<file path="config.mk">
export PLATFORM = sky130hd
export DESIGN_NAME = freq_edge_meter
export DESIGN_NICKNAME = d
export VERILOG_FILES = /design/src/rtl/freq_edge_meter.sv
export SDC_FILE = /design/constraint.sdc
export NUM_CORES = 1
export LEC_CHECK = 0
export CAP_MARGIN = 10
export CELL_PAD_IN_SITES_DETAIL_PLACEMENT = 1
export CELL_PAD_IN_SITES_GLOBAL_PLACEMENT = 1
export CORE_MARGIN = 2
export CORE_UTILIZATION = 47
export DETAILED_ROUTE_END_ITERATION = 8
export GPL_ROUTABILITY_DRIVEN = 1
export PLACE_DENSITY = 0.92
export SLEW_MARGIN = 40
export SYNTH_ARGS = -nofsm -noshare
export SYNTH_HDL_FRONTEND = slang
export SYNTH_SLANG_ARGS = --single-unit
</file>
<file path="constraint.sdc">
create_clock -name sys_clk -period 3.85 [get_ports sys_clk]
set_clock_uncertainty 0.1 [all_clocks]
set_input_delay 1.155 -clock sys_clk [delete_from_list [all_inputs] [get_ports sys_clk]]
set_output_delay 1.155 -clock sys_clk [all_outputs]
set_load 0.1 [all_outputs]
</file>
<file path="src/rtl/freq_edge_meter.sv">
// Gated frequency counter: counts synchronized rising edges of sig_in over a GATE_CYCLES window.
// Optional FREQ_METER_PERIOD_EN adds period_cycles, the last edge-to-edge spacing seen in the window.
module freq_edge_meter #(
    parameter int GATE_CYCLES = 100000000,
    parameter int CNT_W       = 32,
    parameter int SYNC_STAGES = 2
) (
    input  logic             sys_clk,
    input  logic             rst,
    input  logic             sig_in,
    input  logic             start,
    input  logic             cont,
    output logic             busy,
    output logic             valid,
    output logic [CNT_W-1:0] edge_count,
    output logic             overflow
`ifdef FREQ_METER_PERIOD_EN
    ,
    output logic [CNT_W-1:0] period_cycles
`endif
);

    localparam int GW = (GATE_CYCLES > 1) ? $clog2(GATE_CYCLES) : 1;
    localparam logic [GW-1:0]    GATE_LOAD = GW'(GATE_CYCLES - 1);
    localparam logic [GW-1:0]    GATE_ZERO = {GW{1'b0}};
    localparam logic [GW-1:0]    GATE_ONE  = {{(GW-1){1'b0}}, 1'b1};
    localparam logic [CNT_W-1:0] CNT_ZERO  = {CNT_W{1'b0}};
    localparam logic [CNT_W-1:0] CNT_ONE   = {{(CNT_W-1){1'b0}}, 1'b1};
    localparam logic [CNT_W-1:0] CNT_MAX   = {CNT_W{1'b1}};

    typedef enum logic [1:0] {
        IDLE = 2'd0,
        GATE = 2'd1,
        DONE = 2'd2
    } state_t;

    state_t                 state_r;
    state_t                 state_next_s;
    logic [SYNC_STAGES-1:0] sync_r;
    logic                   prev_r;
    logic                   edge_s;
    logic                   count_s;
    logic                   gate_open_s;
    logic                   window_end_s;
    logic [GW-1:0]          gate_cnt_r;
    logic [CNT_W-1:0]       work_r;
    logic [CNT_W-1:0]       work_next_s;
    logic                   sat_r;
    logic                   sat_next_s;
    logic                   busy_r;
    logic                   valid_r;
    logic [CNT_W-1:0]       edge_count_r;
    logic                   overflow_r;

    // Synchronizer chain plus delay flop for rising-edge detection; runs in every state.
    always_ff @(posedge sys_clk) begin
        if (rst) begin
            sync_r <= {SYNC_STAGES{1'b0}};
            prev_r <= 1'b0;
        end else begin
            sync_r <= {sync_r[SYNC_STAGES-2:0], sig_in};
            prev_r <= sync_r[SYNC_STAGES-1];
        end
    end

    assign edge_s = sync_r[SYNC_STAGES-1] & ~prev_r;

    // State register.
    always_ff @(posedge sys_clk) begin
        if (rst) begin
            state_r <= IDLE;
        end else begin
            state_r <= state_next_s;
        end
    end

    // Next-state decode and window control strobes.
    always_comb begin
        state_next_s = state_r;
        gate_open_s  = 1'b0;
        window_end_s = 1'b0;
        count_s      = 1'b0;
        case (state_r)
            IDLE: begin
                if (start) begin
                    state_next_s = GATE;
                    gate_open_s  = 1'b1;
                end else begin
                    state_next_s = IDLE;
                end
            end
            GATE: begin
                count_s = edge_s;
                if (gate_cnt_r == GATE_ZERO) begin
                    state_next_s = DONE;
                    window_end_s = 1'b1;
                end else begin
                    state_next_s = GATE;
                end
            end
            DONE: begin
                if (cont) begin
                    state_next_s = GATE;
                    gate_open_s  = 1'b1;
                end else begin
                    state_next_s = IDLE;
                end
            end
            default: begin
                state_next_s = IDLE;
            end
        endcase
    end

    // Saturating edge counter; the final gate cycle's edge is folded in before reporting.
    always_comb begin
        work_next_s = work_r;
        sat_next_s  = sat_r;
        if (count_s) begin
            if (work_r == CNT_MAX) begin
                sat_next_s = 1'b1;
            end else begin
                work_next_s = work_r + CNT_ONE;
            end
        end else begin
            work_next_s = work_r;
        end
    end

    // Gate timer, working counter and registered result outputs.
    always_ff @(posedge sys_clk) begin
        if (rst) begin
            gate_cnt_r   <= GATE_ZERO;
            work_r       <= CNT_ZERO;
            sat_r        <= 1'b0;
            busy_r       <= 1'b0;
            valid_r      <= 1'b0;
            edge_count_r <= CNT_ZERO;
            overflow_r   <= 1'b0;
        end else begin
            busy_r  <= (state_next_s == GATE);
            valid_r <= window_end_s;
            if (gate_open_s) begin
                gate_cnt_r <= GATE_LOAD;
                work_r     <= CNT_ZERO;
                sat_r      <= 1'b0;
            end else if (state_r == GATE) begin
                work_r <= work_next_s;
                sat_r  <= sat_next_s;
                if (gate_cnt_r != GATE_ZERO) begin
                    gate_cnt_r <= gate_cnt_r - GATE_ONE;
                end
            end
            if (window_end_s) begin
                edge_count_r <= work_next_s;
                overflow_r   <= sat_next_s;
            end
        end
    end

    assign busy       = busy_r;
    assign valid      = valid_r;
    assign edge_count = edge_count_r;
    assign overflow   = overflow_r;

`ifdef FREQ_METER_PERIOD_EN
    logic [CNT_W-1:0] interval_r;
    logic [CNT_W-1:0] last_per_r;
    logic [CNT_W-1:0] last_per_next_s;
    logic [CNT_W-1:0] period_r;
    logic             seen_s;

    // A spacing exists only once an earlier edge has been counted in this window.
    always_comb begin
        seen_s          = (work_r != CNT_ZERO) | sat_r;
        last_per_next_s = last_per_r;
        if (count_s && seen_s) begin
            if (interval_r == CNT_MAX) begin
                last_per_next_s = CNT_MAX;
            end else begin
                last_per_next_s = interval_r + CNT_ONE;
            end
        end else begin
            last_per_next_s = last_per_r;
        end
    end

    // Free-running interval counter and last-spacing capture.
    always_ff @(posedge sys_clk) begin
        if (rst) begin
            interval_r <= CNT_ZERO;
            last_per_r <= CNT_ZERO;
            period_r   <= CNT_ZERO;
        end else begin
            if (count_s) begin
                interval_r <= CNT_ZERO;
            end else if (interval_r != CNT_MAX) begin
                interval_r <= interval_r + CNT_ONE;
            end
            if (gate_open_s) begin
                last_per_r <= CNT_ZERO;
            end else begin
                last_per_r <= last_per_next_s;
            end
            if (window_end_s) begin
                period_r <= last_per_next_s;
            end
        end
    end

    assign period_cycles = period_r;
`endif

endmodule

</file>
# Word-level counts from Yosys, hierarchy flattened
# Cells that the tools add are included.
dict set report totals {
  ff_bits 100
  wordCells 44
}
dict set report classes {
  add_sub_neg 2
  n_eq_ne 4
  mux 17
  bitwise 2
  reduce_logical 8
}
# op n
set op_table {}
lappend op_table {{27-bit 2-to-1 mux} 3}
lappend op_table {{32-bit 2-to-1 mux} 2}
lappend op_table {{32-bit by 1-bit adder with 32-bit output (second input constant)} 1}
lappend op_table {{32-bit equality test (second input constant)} 1}
lappend op_table {{27-bit logical NOT} 1}
lappend op_table {{27-bit nonzero test} 1}
lappend op_table {{27-bit by 1-bit subtractor with 27-bit output (second input constant)} 1}
lappend op_table {{1-bit 2-to-1 mux} 9}
lappend op_table {{2-bit one-hot mux with 3 select lines} 1}
lappend op_table {{2-bit by 1-bit equality test with 1-bit output (second input constant)} 2}
lappend op_table {{2-bit AND reduction} 2}
lappend op_table {{2-bit nonzero test} 2}
lappend op_table {{2-bit equality test (second input constant)} 1}
lappend op_table {{2-bit logical NOT} 1}
lappend op_table {{2-bit 2-to-1 mux} 1}
lappend op_table {{1-bit one-hot mux with 2 select lines} 1}
lappend op_table {{2-bit OR reduction} 1}
lappend op_table {{1-bit AND} 1}
lappend op_table {{1-bit inverter} 1}

# Depth between registers and ports, before layout
dict set report logic_depth {
  word_depth 4
  ltp_mapped 9
  ltp_nobuf 8
}

# Worst setup path before layout
# No wires, ideal clock.
dict set report synth_timing {
  kind {in2reg}
  start {input cont}
  end {register work_r[18]}
  setup_time_ns 0.128
  arrival_ns 2.061
  slack_ns 1.562
  cell_stages 6
  n_path_buf 2
  path_cell_list {mux2i_1 > or2_2 > nand2b_1 > clkbuf_1 > clkbuf_1 > nor2_1}
}
dict set report synth_between {
  elab_chain_len 3
}
# element line
set synth_rtl {}
lappend synth_rtl {{start, declared} 12} ;# input logic cont,
lappend synth_rtl {{1-bit 2-to-1 mux} 102} ;# if (cont) begin
lappend synth_rtl {{1-bit one-hot mux with 2 select lines} 83} ;# case (state_r)
lappend synth_rtl {{2-bit OR reduction (no source line)} -}
lappend synth_rtl {{end signal, assigned} 148} ;# work_r <= work_next_s;
lappend synth_rtl {{end, declared} 46} ;# logic [CNT_W-1:0] work_r;
# No other way between the ends.
# A chain may end at the register's enable or synchronous reset.

# Worst setup path after layout
dict set report layout_timing {
  start {input cont}
  end {register gate_cnt_r[17]}
}
dict set report layout_between {
  elab_chain_len 3
}
# element line
set layout_rtl {}
lappend layout_rtl {{1-bit 2-to-1 mux} 102}
lappend layout_rtl {{1-bit one-hot mux with 2 select lines} 83}
lappend layout_rtl {{2-bit OR reduction (no source line)} -}
lappend layout_rtl {{end signal, assigned} 151} ;# gate_cnt_r <= gate_cnt_r - GATE_ONE;
lappend layout_rtl {{end, declared} 45} ;# logic [GW-1:0] gate_cnt_r;
# No other way between the ends.

==> results.json <==
{
  "status": "finished, final reports clean",
  "placement.cell_area_um2": 4742,
  "worst-endpoint-required_ns": 3.98,
  "gr_overflow_total": 0,
  "holdWs_ns": 0.3815,
  "antenna_cells": 0,
  "fin_crit_sh": 0.7070,
  "cts.path.max_buffers": 2,
  "layout-area-overhead-vs-synth_pct": 11.18,
  "drt_first_pass_iters": 4,
  "post_drt_via_cell_ratio": 5.697,
  "timing.critical_path.fanout_max": 41,
  "die_w_um": 100.8,
  "power.static_leakage_nw": 1.650,
  "grt_first_pass_wirelength_um": 17480,
  "synthesis.yosys.warnings": 0,
  "synth.top_cells.by_area": "sky130_fd_sc_hd__dfxtp_1 (45%), sky130_fd_sc_hd__xor2_1 (7.7%), sky130_fd_sc_hd__nor2_1 (6.2%), sky130_fd_sc_hd__a211oi_2 (5.1%), sky130_fd_sc_hd__nand4_1 (3.0%)",
  "drt.antenna.violating_nets": 0,
  "synth_fp_nets": 482,
  "average_instance_area_after_synthesis_um2": 9.300,
  "worst_setup_path_start_kind": "primary input",
  "crit_path_end_kind": "register",
  "post_cts_resize_count": 0,
  "clkLatencyLatePin_ns": 0.37,
  "final_net_count": 511,
  "clockRootBuffer": "sky130_fd_sc_hd__clkbuf_8",
  "postSynth.topFlopCell": "sky130_fd_sc_hd__dfxtp_1",
  "syn-instance-count": 474,
  "synth_largest_type_area_fraction": 0.4542,
  "post-route-drc-count": 0,
  "number_of_global_route_vias_before_repair": 3687,
  "hpwlAfterDp_um": 7432,
  "timing.hold.worst.class": "register to register",
  "final_estimated_routing_congestion_in_global_placement": 0.8740,
  "inserted_clock_buffers": 9,
  "drt-total-wl_um": 10490,
  "cts-htree-levels": 3,
  "synth_top_cell_by_area": "sky130_fd_sc_hd__dfxtp_1",
  "total_via_count_after_detailed_routing": 3521,
  "fp.dieArea_um2": 10170,
  "post_drt_wl_per_cell_um": 16.98,
  "max_cap_viol_count": 0,
  "setup_violations": 0,
  "report.final.hold_viol_count": 0,
  "post_synth_instance_area_um2": 4408,
  "post-route-cell-area_um2": 4901,
  "antenna_violations_before_repair": 0,
  "coreArea_um2": 9153,
  "layout-drive-gt1-share": 0.1874,
  "slew_headroom": 0.5433,
  "final.min_clock_period_ns": 2.722,
  "rsz0062_at_grt": "false",
  "synth.yosys.seq_area_share": 0.4542,
  "cp_data_arrival_time_ns": 2.86,
  "netlist-cell-type-count": 48,
  "finalMaxSlewViolations": 0,
  "cts_sinks": 100,
  "drt_iter0_drc": 167,
  "synth-edff-count": 0,
  "cts_hold_repair.buffers": 0,
  "finalCoreUtilization": 0.5355,
  "num_rows": 35,
  "timing.setup.tns_ns": 0,
  "grt_util_all_layers": 0.2161,
  "yosys_register_bits": 100,
  "synthArstFlopShare": 0,
  "p_per_area_nw_per_um2": 373.0,
  "cts_tree": "built",
  "worst_pin_slew_ns": 0.6851,
  "top_level_ports": 40,
  "cts_setup_buffers": 0,
  "initial_utilization": 0.4816,
  "timing.fmax_mhz": 367.4,
  "clk_pin_slew_ns": 0.09,
  "path_class": "primary input to register",
  "die_height_um": 100.8,
  "maximum_number_of_pins_on_one_net_before_global_route_repair": 42,
  "peak_vdd_ir_mv": 0.1574,
  "place.port_buffers": 39
}
[worst paths after layout]
path | startpoint | end | slack (ns) | depth (start not counted)
worst max-delay path | cont | gate_cnt_r[17]$_SDFFE_PP0P_ | 1.13 | 6
worst min-delay path | sat_r$_SDFFE_PP0P_ | sat_r$_SDFFE_PP0P_ | 0.38 | 2
worst max register to register | gate_cnt_r[0]$_SDFFE_PP0P_ | gate_cnt_r[4]$_SDFFE_PP0P_ | 1.33 | 8
worst min register to register | sat_r$_SDFFE_PP0P_ | sat_r$_SDFFE_PP0P_ | 0.38 | 2
[cell families (layout without fill, tap and decap cells)]
kind of cell / Yosys count / in the layout / synth area share
AND/OR/NAND/NOR: 219 / 219 / 0.2716
buffers and inverters: 29 / 62 / 0.03434
AO/OA/AOI/OAI: 66 / 66 / 0.1172
flip-flops: 100 / 100 / 0.4542
adder cells (fa/ha/maj): 3 / 3 / 0.008516
multiplexers: 3 / 3 / 0.006813
XOR/XNOR: 54 / 54 / 0.1073
[where the power goes]
group / switching, W / internal, W
sequential: 0.0000284 / 0.00106
combinational: 0.000102 / 0.0000531
clock: 0.000356 / 0.000231
total: 0.000486 / 0.00134
[layout by cell type, fill, tap and decap left out, drive strengths merged, types with 2 or more instances in the layout]
cell type / count
dfxtp: 100
nand3: 23
ha: 3
a31oi: 2
and3: 8
clkdlybuf4s50: 3
o21ai: 4
nor4: 9
or4: 3
inv: 3
nand2: 14
a211oi: 31
nor4b: 4
nand2b: 5
a21oi: 25
xnor2: 15
nand4b: 3
nor3b: 4
clkinvlp: 3
nor2b: 4
mux2i: 3
nor3: 19
nand4: 21
a221oi: 2
and2: 2
buf: 41
and4: 4
clkbuf: 11
xor2: 39
or3: 7
nor2: 85
[critical path, cell delays in order]
cell	delay [ns]
sky130_fd_sc_hd__clkdlybuf4s50_1	0.46
sky130_fd_sc_hd__mux2i_1	0.06
sky130_fd_sc_hd__or2_2	0.47
sky130_fd_sc_hd__nand2b_1	0.15
sky130_fd_sc_hd__buf_4	0.39
sky130_fd_sc_hd__nor2_1	0.12
[final cells by class]
class / instances / area, um^2
Tap cell: 111 / 138.9
Multi-Input combinational cell: 345 / 2255
Inverter: 3 / 11.26
Clock buffer: 11 / 131.4
Sequential cell: 100 / 2002
Fill cell: 1075 / 4252
Timing Repair Buffer: 44 / 335.3
Clock inverter: 4 / 27.53
[synth_stat cells, drive strengths merged (10+ instances only)]
cell type / instances
dfxtp: 100
nor2: 85
xor2: 39
a211oi: 31
a21oi: 25
nand3: 23
nand4: 21
nor3: 19
clkbuf: 16
xnor2: 15
nand2: 14
buf: 10
[through the flow]
stage | power [W] | cells | setup WS (ns)
floorplan | 0.001223 | 474 | 1.562
global placement | 0.001252 | 603 | 0.8710
detailed placement | 0.001263 | 603 | 0.7847
CTS | 0.001841 | 618 | 1.173
global route | 0.001900 | 618 | 1.031
finish | 0.001828 | 618 | 1.128
[sequential cells by signal, indices dropped and copies added, names as in the netlist]
signal      cells
busy            1
edge_count     32
gate_cnt_r     27
overflow        1
prev_r          1
sat_r           1
state_r         2
sync_r          2
valid           1
work_r         32
[metal layers]
| metal | vias up | part of all wire | GRT usage |
|---|---|---|---|
| li1 | 1735 | - | - |
| met1 | 1706 | 0.45 | 0.2698 |
| met2 | 61 | 0.50 | 0.3682 |
| met3 | 19 | 0.032 | 0.03121 |
| met4 | 0 | 0.020 | 0.09905 |
| met5 | - | 0 | 0 |
Note: power is estimated with default switching activity, not from simulation.
